==> config.mk <==
export PLATFORM = sky130hd
export DESIGN_NAME = mm_sequencer
export DESIGN_NICKNAME = d
export VERILOG_FILES = /design/src/rtl/mm_sequencer.sv
export SDC_FILE = /design/constraint.sdc
export NUM_CORES = 1
export LEC_CHECK = 0
export ABC_CLOCK_PERIOD_IN_PS = 1250
export BUFFER_PORTS_ARGS = -buffer_cell sky130_fd_sc_hd__buf_2
export CAP_MARGIN = 20
export CORE_MARGIN = 2
export CORE_UTILIZATION = 46
export CTS_CLUSTER_DIAMETER = 200
export DETAILED_ROUTE_END_ITERATION = 8
export PLACE_DENSITY_LB_ADDON = 0.08
export SLEW_MARGIN = 15
export SYNTH_ARGS = -nofsm -noshare
export SYNTH_HDL_FRONTEND = slang
export SYNTH_SLANG_ARGS = --single-unit
==> constraint.sdc <==
create_clock -name clk -period 1.25 [get_ports clk]
set_input_delay 0.125 -clock clk [delete_from_list [all_inputs] [get_ports clk]]
set_output_delay 0.125 -clock clk [all_outputs]
set_load 0.005 [all_outputs]
==> src/rtl/mm_sequencer.sv <==
// Sequencer for one C = A x B matrix multiply: walks (i,j,k), issues operand reads,
// drives MAC clear/enable and writes each C element. Optional perf counters: MM_PERF_CNT_EN.
module mm_sequencer #(
  parameter int M_DIM  = 2,
  parameter int N_DIM  = 2,
  parameter int P_DIM  = 2,
  parameter int RD_LAT = 1,
  localparam int A_AW = (M_DIM * N_DIM > 1) ? $clog2(M_DIM * N_DIM) : 1,
  localparam int B_AW = (N_DIM * P_DIM > 1) ? $clog2(N_DIM * P_DIM) : 1,
  localparam int C_AW = (M_DIM * P_DIM > 1) ? $clog2(M_DIM * P_DIM) : 1
) (
  input  logic            clk,
  input  logic            rst,
  input  logic            start,
  output logic            busy,
  output logic            done,
  output logic            a_rd_en,
  output logic [A_AW-1:0] a_rd_addr,
  output logic            b_rd_en,
  output logic [B_AW-1:0] b_rd_addr,
  output logic            mac_clr,
  output logic            mac_en,
  output logic            c_wr_en,
  output logic [C_AW-1:0] c_wr_addr,
  input  logic            c_wr_ready
`ifdef MM_PERF_CNT_EN
  ,
  output logic [31:0]     perf_cycles,
  output logic [31:0]     perf_stalls
`endif
);

  localparam int IW = (M_DIM > 1) ? $clog2(M_DIM) : 1;
  localparam int JW = (P_DIM > 1) ? $clog2(P_DIM) : 1;
  localparam int KW = (N_DIM > 1) ? $clog2(N_DIM) : 1;
  localparam int DW = (RD_LAT > 1) ? $clog2(RD_LAT) : 1;

  typedef enum logic [2:0] {IDLE, ISSUE, DRAIN, WRITE, DONE} state_t;

  state_t            state;
  logic [IW-1:0]     i, ni;
  logic [JW-1:0]     j, nj;
  logic [KW-1:0]     k;
  logic [DW-1:0]     drain_cnt;
  logic              last_i, last_j;
  logic              rd_first;
  logic [RD_LAT-1:0] en_pipe;
  logic [RD_LAT-1:0] clr_pipe;

  function automatic logic [A_AW-1:0] a_addr(input logic [IW-1:0] ii, input logic [KW-1:0] kk);
    return A_AW'(int'(ii) * N_DIM + int'(kk));
  endfunction

  function automatic logic [B_AW-1:0] b_addr(input logic [KW-1:0] kk, input logic [JW-1:0] jj);
    return B_AW'(int'(kk) * P_DIM + int'(jj));
  endfunction

  function automatic logic [C_AW-1:0] c_addr(input logic [IW-1:0] ii, input logic [JW-1:0] jj);
    return C_AW'(int'(ii) * P_DIM + int'(jj));
  endfunction

  always_comb begin
    last_i = (i == IW'(M_DIM - 1));
    last_j = (j == JW'(P_DIM - 1));
    nj     = last_j ? '0 : j + 1'b1;
    ni     = i;
    if (last_j) ni = last_i ? '0 : i + 1'b1;
  end

  assign b_rd_en = a_rd_en;
  assign mac_en  = en_pipe[RD_LAT-1];
  assign mac_clr = clr_pipe[RD_LAT-1];

  always_ff @(posedge clk) begin
    if (rst) begin
      state     <= IDLE;
      i         <= '0;
      j         <= '0;
      k         <= '0;
      drain_cnt <= '0;
      rd_first  <= 1'b0;
      en_pipe   <= '0;
      clr_pipe  <= '0;
      busy      <= 1'b0;
      done      <= 1'b0;
      a_rd_en   <= 1'b0;
      a_rd_addr <= '0;
      b_rd_addr <= '0;
      c_wr_en   <= 1'b0;
      c_wr_addr <= '0;
    end else begin
      // mac_en/mac_clr are the read strobe and its k=0 tag delayed by the memory latency
      en_pipe[0]  <= a_rd_en;
      clr_pipe[0] <= rd_first;
      for (int unsigned n = 1; n < RD_LAT; n++) begin
        en_pipe[n]  <= en_pipe[n-1];
        clr_pipe[n] <= clr_pipe[n-1];
      end

      case (state)
        IDLE: begin
          if (start) begin
            state     <= ISSUE;
            busy      <= 1'b1;
            k         <= '0;
            a_rd_en   <= 1'b1;
            a_rd_addr <= a_addr(i, '0);
            b_rd_addr <= b_addr('0, j);
            rd_first  <= 1'b1;
          end
        end
        ISSUE: begin
          rd_first <= 1'b0;
          if (k == KW'(N_DIM - 1)) begin
            state     <= DRAIN;
            k         <= '0;
            drain_cnt <= '0;
            a_rd_en   <= 1'b0;
            a_rd_addr <= '0;
            b_rd_addr <= '0;
          end else begin
            k         <= k + 1'b1;
            a_rd_addr <= a_addr(i, k + 1'b1);
            b_rd_addr <= b_addr(k + 1'b1, j);
          end
        end
        DRAIN: begin
          if (drain_cnt == DW'(RD_LAT - 1)) begin
            state     <= WRITE;
            c_wr_en   <= 1'b1;
            c_wr_addr <= c_addr(i, j);
          end else begin
            drain_cnt <= drain_cnt + 1'b1;
          end
        end
        WRITE: begin
          if (c_wr_ready) begin
            c_wr_en   <= 1'b0;
            c_wr_addr <= '0;
            i         <= ni;
            j         <= nj;
            if (last_i && last_j) begin
              state <= DONE;
              done  <= 1'b1;
            end else begin
              state     <= ISSUE;
              a_rd_en   <= 1'b1;
              a_rd_addr <= a_addr(ni, '0);
              b_rd_addr <= b_addr('0, nj);
              rd_first  <= 1'b1;
            end
          end
        end
        DONE: begin
          state <= IDLE;
          done  <= 1'b0;
          busy  <= 1'b0;
        end
        default: state <= IDLE;
      endcase
    end
  end

`ifdef MM_PERF_CNT_EN
  always_ff @(posedge clk) begin
    if (rst) begin
      perf_cycles <= '0;
      perf_stalls <= '0;
    end else if (state == IDLE && start) begin
      perf_cycles <= '0;
      perf_stalls <= '0;
    end else begin
      if ((state == ISSUE || state == DRAIN || state == WRITE) && perf_cycles != '1)
        perf_cycles <= perf_cycles + 1'b1;
      if (state == WRITE && !c_wr_ready && perf_stalls != '1)
        perf_stalls <= perf_stalls + 1'b1;
    end
  end
`endif

endmodule

==> results.py <==
metrics = {
    "die": {
        "core_area_sq_um": 1730,
        "die_width_um": 46.7,
        "fp.dieH_um": 46.7,
        "die-area_sq_um": 2180,
        "num_rows": 15,
        "ios": 17,
        "start_util_pct": 48.5,
    },
    "setup_path": {
        "crit_required_ns": 1.44,
        "crit_fanout": 4,
        "crit_path_end_kind": "flop",
        "rrSetupSlack_ns": -0.02,
        "worstSetupPathType": "flop to flop",
        "critPathArrivalTime_ns": 1.46,
        "start_kind": "flop",
    },
    "cts": {
        "h-tree-depth": 1,
        "clk_pin_slew_ns": 0.10,
        "ctsHoldBuffers": 0,
        "cts_inserted_buffers": 3,
        "cts_tree": "built",
        "clockRootBuffer": "clkbuf_4",
        "cts.path.max_buffers": 2,
        "cts.sinks": 18,
        "clk_latency_ns": 0.30,
    },
    "power": {
        "sw_frac_of_total_pct": 26.4,
        "power_frac_clock_pct": 25.9,
        "p_int_mw": 0.814,
        "seq_power_share_pct": 57.5,
        "p_per_area_nw_per_um2": 1070,
        "p_leak_nw": 0.426,
        "p_comb_share_pct": 16.7,
        "switchingPower_mw": 0.292,
        "ir_worst_vdd_mv": 0.929,
    },
    "place": {
        "routabilityCongestion": 0.768,
        "io_buffers": 16,
        "dpl.hpwl_um": 1220,
    },
    "sta": {
        "timing.final.crit_share_pct": 101,
        "final_hold_viol_count": 0,
        "grt_setup_unrepaired": "true",
        "finalSetupViolCount": 2,
        "worst_pin_slew_ns": 0.342,
        "finClkSkew_ns": 0.0119,
        "setup_slack_ns": -0.0185,
        "slew_headroom_pct": 77.2,
        "drv_slew": 0,
        "finalSetupTns_ns": -0.0348,
        "fmax_mhz": 788,
        "post-route-min-period_ns": 1.27,
    },
    "finish": {
        "mostFrequentLayoutCell": "buf_2",
        "final_util_pct": 59.9,
        "synthToLayoutAreaGrowth_pct": 23.6,
        "final_cell_mix": "16 x buf_2, 13 x dfxtp_1, 11 x buf_4, 9 x a21oi_1",
        "drive_above_1_share_pct": 39.3,
        "ff_latch_area_sq_um": 369,
        "fillerInstances": 164,
        "n_antenna_cell": 0,
        "fin_nets": 119,
        "multi_input_comb_area_sq_um": 442,
    },
    "route": {
        "first_pass_iters": 4,
        "ant_nets": 0,
        "detailroute.via_count": 722,
        "routedWlPerCell_um": 12.8,
        "drc": 0,
        "routed_wl_um": 1750,
        "post_drt_via_cell_ratio": 5.27,
        "drt_first_iter_violations": 7,
    },
    "logic_synthesis": {
        "synth-edff-count": 0,
        "syn-cell-area_sq_um": 837,
        "yosys_warnings": 0,
        "synthCells": 90,
        "ys_types": 34,
        "async_flop_share_pct": 0,
        "synthFlopType": "dfxtp_1",
        "synth_seq_area_share_pct": 43.0,
        "ys_ff_latch": 18,
        "syn_avg_cell_area_sq_um": 9.30,
        "syn_nets": 95,
    },
    "global_route": {
        "overflow": 0,
        "antenna_found_initial": 0,
        "grt_pass1_vias": 626,
        "grt_use_total_pct": 18.7,
        "grt_pass1_wl_um": 2830,
        "grt_max_degree": 19,
    },
    "min_path": {
        "min_path_type": "input pin to flop",
    },
    "status": {
        "status": "finished, violations left",
        "violations": "negative setup slack",
    },
    "flow_run": {
        "drv_cap": 0,
    },
}
[flip-flops by register name, summed over array words and instances (netlist names)]
register   cells
c_wr_en        1
c_wr_addr      2
rd_first       1
a_rd_en        1
a_rd_addr      2
busy           1
k              1
i              1
b_rd_addr      1
done           1
j              1
state          3
mac_en         1
mac_clr        1
[final cells by class]
type | instances | share of cell area (%)
Sequential cell | 18 | 35.7
Multi-Input combinational cell | 62 | 42.7
Tap cell | 25 | 3.02
Inverter | 2 | 0.726
Timing Repair Buffer | 27 | 15.7
Clock buffer | 3 | 2.18
[cell families (layout without fill, tap and decap cells)]
group                    count (synthesis)  in the layout  share of synthesized area (%)
flip-flops                              18             18                           43.0
AND/OR/NAND/NOR                         31             31                           24.5
AO/OA/AOI/OAI                           28             28                           21.8
XOR/XNOR                                 1              1                           1.05
buffers and inverters                   10             32                           6.88
adder cells (fa/ha/maj)                  1              1                           1.49
multiplexers                             1              1                           1.20
[path summary, 6_finish.rpt]
kind                   to    startpoint  cells after the start
min                  busy         start                      3
max reg2reg  a_rd_addr[1]             i                      4
max          a_rd_addr[1]             i                      4
min reg2reg  c_wr_addr[1]  c_wr_addr[1]                      2
[stage by stage]
| step | power (mW) | cell area (sq um) | hold WS [ns] | std cells | worst slack, ns |
|---|---|---|---|---|---|
| floorplan | 0.776 | 841 | 0.332 | 90 | 0.0168 |
| global route | 1.16 | 1030 | 0.217 | 137 | -0.0583 |
| detailed placement | 0.826 | 970 | 0.459 | 132 | -0.0554 |
| global placement | 0.825 | 970 | 0.459 | 132 | -0.0309 |
| finish | 1.11 | 1030 | 0.175 | 137 | -0.0185 |
| CTS | 1.10 | 1000 | 0.175 | 135 | -0.00916 |
[cell usage after synthesis (2+ instances only)]
cell type  count  area share [%]
o21bai_1       2             1.8
nor2b_1        5             3.7
nand3b_1       2             1.8
a211o_1        2             2.1
a311oi_1       2             2.1
buf_4          3             2.7
nand4b_1       2             2.1
o21ai_0        5             3.0
nor2_1         6             2.7
clkbuf_1       3             1.3
a211oi_1       5             4.5
dfxtp_1       18              43
nor3_1         2             1.2
nand2_1        4             1.8
a21oi_1        9             5.4
inv_1          2            0.90
[routing by layer]
metal	track usage, %	share of wire, %
met4	8.33	1.5
met1	23.7	47
met5	0	0
met3	4.71	4.9
met2	29.7	46
[power by group through the flow]
| stage | clock [mW] | combinational, mW | sequential, mW |
|---|---|---|---|
| 3_3_place_gp | 0 | 0.179 | 0.647 |
| 4_1_cts | 0.289 | 0.181 | 0.634 |
| 6_report | 0.286 | 0.184 | 0.635 |
| 5_1_grt | 0.314 | 0.207 | 0.641 |
| 2_1_floorplan | 0 | 0.134 | 0.642 |
| 3_5_place_dp | 0 | 0.179 | 0.646 |
[critical path, cell delays in order, from the launching register on]
cell and delay, ns:
dfxtp_2 0.35, ha_4 0.16, and4bb_2 0.35, a211oi_1 0.07
a311oi_1 0.23
[timing repair]
action	CTS	global route
endpoints found under the setup margin	8	8
setup buffers	0	2
gates resized for setup	3	6
pin swaps	2	8
Note: power is estimated with default switching activity, not from simulation.
